### config.mk
export PLATFORM = sky130hd
export DESIGN_NAME = bram_mp_flat
export DESIGN_NICKNAME = d
export VERILOG_FILES = /design/src/rtl/bram_pkg.sv /design/src/rtl/bram_mp_if.sv /design/src/rtl/bram_clr_seq.sv /design/src/rtl/bram_mp.sv /design/src/flat_wrapper.sv
export SDC_FILE = /design/constraint.sdc
export NUM_CORES = 2
export LEC_CHECK = 0
export BUFFER_PORTS_ARGS = -buffer_cell sky130_fd_sc_hd__buf_2
export CAP_MARGIN = 40
export CORE_ASPECT_RATIO = 1.75
export CORE_MARGIN = 2
export CORE_UTILIZATION = 50
export CTS_CLUSTER_DIAMETER = 30
export DETAILED_ROUTE_END_ITERATION = 8
export PLACE_DENSITY = 0.73
export RECOVER_POWER = 25
export SYNTH_ARGS = -nofsm -noshare
export SYNTH_HDL_FRONTEND = slang
export SYNTH_HIERARCHICAL = 1
export SYNTH_SLANG_ARGS = --single-unit
### constraint.sdc
create_clock -name clk -period 12.8 [get_ports clk]
set_clock_uncertainty 0.2 [all_clocks]
set_input_delay 1.28 -clock clk [delete_from_list [all_inputs] [get_ports clk]]
set_output_delay 1.28 -clock clk [all_outputs]
set_load 0.01 [all_outputs]
### src/rtl/bram_pkg.sv
// rtl/bram_pkg.sv - shared types and helpers for the multi-port block RAM
package bram_pkg;

  typedef enum logic {CLEAR, RUN} state_t;

  localparam int DEF_DATA_WIDTH = 32;
  localparam int BYTES = DEF_DATA_WIDTH / 8;

  // Byte lane merge used by both the array write and the write-first bypass
  function automatic logic [7:0] merge_byte(input logic [7:0] old_b,
                                            input logic [7:0] new_b,
                                            input logic       be);
    return be ? new_b : old_b;
  endfunction

endpackage

### src/rtl/bram_mp_if.sv
// rtl/bram_mp_if.sv - read/write/clear bus of the multi-port block RAM
interface bram_mp_if #(
  parameter int ADDR_WIDTH = 5,
  parameter int DATA_WIDTH = 32,
  parameter int NRD        = 2
);
  logic [NRD*ADDR_WIDTH-1:0] raddr;
  logic [NRD-1:0]            re;
  logic [NRD*DATA_WIDTH-1:0] dout;
  logic                      we;
  logic [ADDR_WIDTH-1:0]     waddr;
  logic [DATA_WIDTH-1:0]     din;
  logic [DATA_WIDTH/8-1:0]   wbe;
  logic                      clr;
  logic                      busy;

  modport master (
    output raddr, re, we, waddr, din, wbe, clr,
    input  dout, busy
  );

  modport slave (
    input  raddr, re, we, waddr, din, wbe, clr,
    output dout, busy
  );
endinterface

### src/rtl/bram_clr_seq.sv
// rtl/bram_clr_seq.sv - clear sweep sequencer that zeroes every address after reset or clr
module bram_clr_seq
  import bram_pkg::*;
#(
  parameter int ADDR_WIDTH = 5
) (
  input  logic                  clk,
  input  logic                  rstn,
  input  logic                  clr,
  output logic                  busy,
  output logic                  clr_we,
  output logic [ADDR_WIDTH-1:0] clr_addr
);

  state_t                state;
  logic [ADDR_WIDTH-1:0] cnt;

  // Terminal detect on all-ones so the counter never wraps back early
  always_ff @(posedge clk or negedge rstn) begin
    if (!rstn) begin
      state <= CLEAR;
      cnt   <= '0;
      busy  <= 1'b1;
    end else begin
      case (state)
        CLEAR: begin
          if (&cnt) begin
            state <= RUN;
            cnt   <= '0;
            busy  <= 1'b0;
          end else begin
            cnt <= cnt + ADDR_WIDTH'(1);
          end
        end
        RUN: begin
          if (clr) begin
            state <= CLEAR;
            cnt   <= '0;
            busy  <= 1'b1;
          end
        end
        default: begin
          state <= CLEAR;
          cnt   <= '0;
          busy  <= 1'b1;
        end
      endcase
    end
  end

  assign clr_we   = busy;
  assign clr_addr = cnt;

endmodule

### src/rtl/bram_mp.sv
// rtl/bram_mp.sv - NRD-read-port block RAM with byte enables and hardware clear
module bram_mp
  import bram_pkg::*;
#(
  parameter int ADDR_WIDTH  = 5,
  parameter int DATA_WIDTH  = 32,
  parameter int NRD         = 2,
  parameter int WRITE_FIRST = 1
) (
  input  logic      clk,
  input  logic      rstn,
  bram_mp_if.slave  bus
);

  localparam int NB    = DATA_WIDTH / 8;
  localparam int DEPTH = 1 << ADDR_WIDTH;

  logic [DATA_WIDTH-1:0] ram [DEPTH];
  logic [DATA_WIDTH-1:0] dout_r [NRD];

  logic                  busy;
  logic                  clr_we;
  logic [ADDR_WIDTH-1:0] clr_addr;
  logic                  ext_we;
  logic                  wen;
  logic [ADDR_WIDTH-1:0] wa;
  logic [DATA_WIDTH-1:0] wd;
  logic [NB-1:0]         wb;
  logic [DATA_WIDTH-1:0] wr_word;

  bram_clr_seq #(.ADDR_WIDTH(ADDR_WIDTH)) u_clr_seq (
    .clk      (clk),
    .rstn     (rstn),
    .clr      (bus.clr),
    .busy     (busy),
    .clr_we   (clr_we),
    .clr_addr (clr_addr)
  );

  assign bus.busy = busy;

  // A clr request in RUN drops the external write of that cycle
  assign ext_we = bus.we & ~bus.clr & ~busy;
  assign wen    = clr_we | ext_we;
  assign wa     = clr_we ? clr_addr : bus.waddr;
  assign wd     = clr_we ? '0 : bus.din;
  assign wb     = clr_we ? '1 : bus.wbe;

  always_comb begin
    wr_word = '0;
    for (int b = 0; b < NB; b++) begin
      wr_word[b*8 +: 8] = merge_byte(ram[wa][b*8 +: 8], wd[b*8 +: 8], wb[b]);
    end
  end

  always_ff @(posedge clk) begin
    if (wen) begin
      ram[wa] <= wr_word;
    end
  end

  always_ff @(posedge clk or negedge rstn) begin
    if (!rstn) begin
      for (int k = 0; k < NRD; k++) begin
        dout_r[k] <= '0;
      end
    end else begin
      for (int k = 0; k < NRD; k++) begin
        if (bus.re[k]) begin
          if (busy) begin
            dout_r[k] <= '0;
          end else if ((WRITE_FIRST != 0) && ext_we &&
                       (bus.raddr[k*ADDR_WIDTH +: ADDR_WIDTH] == bus.waddr)) begin
            dout_r[k] <= wr_word;
          end else begin
            dout_r[k] <= ram[bus.raddr[k*ADDR_WIDTH +: ADDR_WIDTH]];
          end
        end
      end
    end
  end

  for (genvar k = 0; k < NRD; k++) begin : g_dout
    assign bus.dout[k*DATA_WIDTH +: DATA_WIDTH] = dout_r[k];
  end

endmodule

### src/flat_wrapper.sv
// flat-port wrapper written by rule: the top's interface ports become plain ports
module bram_mp_flat import bram_pkg::*;
#(
  parameter int ADDR_WIDTH  = 5,
  parameter int DATA_WIDTH  = 32,
  parameter int NRD         = 2,
  parameter int WRITE_FIRST = 1
)
  (clk, rstn, bus_raddr, bus_re, bus_we, bus_waddr, bus_din, bus_wbe, bus_clr, bus_dout, bus_busy);
  bram_mp_if #(.ADDR_WIDTH(ADDR_WIDTH), .DATA_WIDTH(DATA_WIDTH), .NRD(NRD)) bus_i ();
  input  logic clk;
  input  logic rstn;
  input wire logic [$bits(bus_i.raddr)-1:0] bus_raddr;
  input wire logic [$bits(bus_i.re)-1:0] bus_re;
  input wire logic [$bits(bus_i.we)-1:0] bus_we;
  input wire logic [$bits(bus_i.waddr)-1:0] bus_waddr;
  input wire logic [$bits(bus_i.din)-1:0] bus_din;
  input wire logic [$bits(bus_i.wbe)-1:0] bus_wbe;
  input wire logic [$bits(bus_i.clr)-1:0] bus_clr;
  output wire logic [$bits(bus_i.dout)-1:0] bus_dout;
  output wire logic [$bits(bus_i.busy)-1:0] bus_busy;
  assign bus_i.raddr = bus_raddr;
  assign bus_i.re = bus_re;
  assign bus_i.we = bus_we;
  assign bus_i.waddr = bus_waddr;
  assign bus_i.din = bus_din;
  assign bus_i.wbe = bus_wbe;
  assign bus_i.clr = bus_clr;
  assign bus_dout = bus_i.dout;
  assign bus_busy = bus_i.busy;
  bram_mp #(.ADDR_WIDTH(ADDR_WIDTH), .DATA_WIDTH(DATA_WIDTH), .NRD(NRD), .WRITE_FIRST(WRITE_FIRST)) u_core (.clk(clk), .rstn(rstn), .bus(bus_i));
endmodule
==> impl_metrics.yaml <==
final_layout:
  stdcell_area_um2: 66550
  fill_cells: 8678
  drive_above_1_share_pct: 37.28
  fin_nets: 3406
  finish.utilization_pct: 56.37
  area_growth_pct: 12.19
critical_path:
  crit_chain: "clkbuf_1 -> mux2i_4 -> clkbuf_1 -> buf_4 -> nand3_1 -> nor2_1 -> buf_4"
  crit_fanout: 36
  max_stage_delay_ns: 2.35
  worstSetupStartpointType: "flip-flop"
  arrival_ns: 9.55
  crit_type: "reg2reg"
  end_kind: "flip-flop"
  slowest_stage: "clkbuf_1"
  critical_path_required_ns: 13.03
logic_synthesis:
  syn_area_um2: 59320
  syn_avg_cell_area_um2: 18.34
  yosys_warnings: 6
  synth_edf_count: 1024
  syn_nets: 3294
  ys_seq_area_share_pct: 54.83
  syn_inst: 3235
  synth_flop_cell: "edfxtp_1"
  ys_ff_latch: 1095
  async_flop_share_pct: 6.484
  ys_types: 72
outcome:
  violations: "DRC, capacitance limit, slew limit"
  outcome: "finished, violations left"
die:
  fp.dieW_um: 264.4
  die_h_um: 459.7
  coreArea_um2: 118100
  initial_core_util_pct: 50.25
  std_cell_rows: 167
  ios: 122
  dieArea_um2: 121500
sta:
  setup_viol: 0
  rsz0062_at_grt: "false"
  min_period_ns: 9.315
  tightest_slew_ns: 3.685
  setup_tns_ns: 0
  maxSlewHeadroom_pct: -145.7
  drv_slew: 274
  clock.fmax_mhz: 107.4
  worst_slack_ns: 3.485
  timing.final.hold_violations: 0
  period_share_pct: 72.77
global_route:
  grt_pass1_vias: 39195
  grt.overflow.total: 0
  grt_max_degree: 103
  antenna_found_initial: 8
  grt_first_pass_wirelength_mm: 282.4
  track_usage_pct: 33.10
power:
  totalPowerFinal_mw: 13.80
  total_leakage_power_nw: 21.82
  peakVddDrop_v: 0.0001627
  pwr_density_cell_nw_per_um2: 207.4
route:
  first_pass_iters: 9
  routed-via-count: 38479
  drt_wl_total_mm: 198.6
  drtIter0Drc: 5713
  drt-vias-per-instance: 7.714
  antenna_left: 0
  drc: 2
  wl_per_cell_um: 39.81
clocking:
  clk_latency_ns: 0.78
  cts.repair.resized: 0
  cts_setup_buffers: 0
  tritoncts: "built"
  cts-hold-fix-buffers: 0
  clockBufferDepth: 3
  htreeDepth: 4
  cts_num_sinks: 1095
  clk_pin_slew_ns: 0.06
  root_buffer: "clkbuf_16"
  cts-buffers-inserted: 140
place:
  io_buffers: 121
  place_area_um2: 62210
  dp_hpwl_mm: 122.1
  gp_congestion: 0.8687
  pre_cts_ws_ns: 6.757
worst_hold_path:
  holdCritPathClass: "reg2reg"
run:
  max-cap-violations: 11
-- worst paths after layout --
check,slack [ns],end,cells after the start,startpoint
min,0.32,u_core/bus.dout[59],2,u_core/bus.dout[59]
min in group asynchronous,1.04,u_core/bus.dout[35],1,rstn
max in group asynchronous,7.39,u_core/bus.dout[18],2,rstn
max,3.49,u_core/ram[5][0],7,u_core/u_clr_seq/busy
min reg2reg,0.32,u_core/bus.dout[59],2,u_core/bus.dout[59]
max reg2reg,3.49,u_core/ram[5][0],7,u_core/u_clr_seq/busy
-- synth_stat cells (22+ instances only) --
master       n  area [um^2]
a211oi_1    30        225.2
inv_1       38        142.6
nand3_1     30        150.1
buf_2       84        420.4
mux2i_1    144         1441
a22oi_1     35        262.8
a221oi_1    30        262.8
nand2_1    115        431.7
nor2_1     135        506.7
o211ai_1    22        165.2
edfxtp_1  1024        30750
a22o_1      24        210.2
buf_1       40        150.1
dfrtp_1     70         1752
nor3_1      30        150.1
mux4_2     762        17160
mux4_1      30        788.3
mux2_2      32        360.4
clkbuf_1   118        442.9
o21ai_0     36        180.2
o22ai_1    107        669.4
-- flip-flops by register name, summed over array words and instances (netlist names) --
name                       flops
u_core/bus.dout               64
u_core/u_clr_seq/busy          1
u_core/u_clr_seq/clr_addr      5
u_core/ram                  1024
u_core/u_clr_seq/state         1
-- power by group --
part           internal (mW)  switching (mW)
clock                   2.25            1.68
combinational           1.96            2.87
sequential              4.72           0.333
total                   8.93            4.88
-- final cells by class --
cell class,instances,area [um^2],share of cell area [%]
sequential,1095,32530,48.87
multi-input combinational,1813,25270,37.98
clock buffer,151,3576,5.373
timing repair buffer,259,2051,3.081
tap,1521,1903,2.860
clock inverter,107,1069,1.606
inverter,38,142.6,0.2143
antenna,4,10.01,0.01504
-- per-layer routing --
layer	up-vias	share of wire, %	global-route usage [%]
li1	14431	-	-
met5	-	0.020	0
met4	8	8.6	23.58
met3	923	12	7.703
met2	3439	49	54.05
met1	19678	31	38.74
-- layout by cell type (no fill, tap or decap), drive strengths merged, types with 33 or more instances in the layout --
master,instances
a211oi,33
a22oi,37
buf,186
clkbuf,224
clkinv,48
dfrtp,70
edfxtp,1024
inv,75
mux2,33
mux2i,145
mux4,792
nand2,115
nand3,36
nor2,135
o21ai,54
o22ai,107
-- cells by family after synthesis --
family / after synthesis / share of synthesized area, %
compound gates: 420 / 5.265
fa+ha+maj: 2 / 0.04218
buf+inv: 327 / 3.006
flops: 1095 / 54.83
xor+xnor: 11 / 0.1624
mux: 970 / 33.35
simple gates: 410 / 3.345
-- worst max-delay path: cells and delay by family, from the launching register on --
kind	cells	cell delay [ns]
mux	1	0.44
flops	1	0.51
buf+inv	4	5.45
simple gates	2	2.30
-- through the flow --
stage | cells | hold WS [ns]
2_1_floorplan | 3235 | 0.3098
3_3_place_gp | 4689 | 0.2937
3_5_place_dp | 4724 | 0.3009
4_1_cts | 4982 | 0.2494
5_1_grt | 4986 | 0.3432
6_report | 4988 | 0.3159
(Power assumes the default switching activity.)
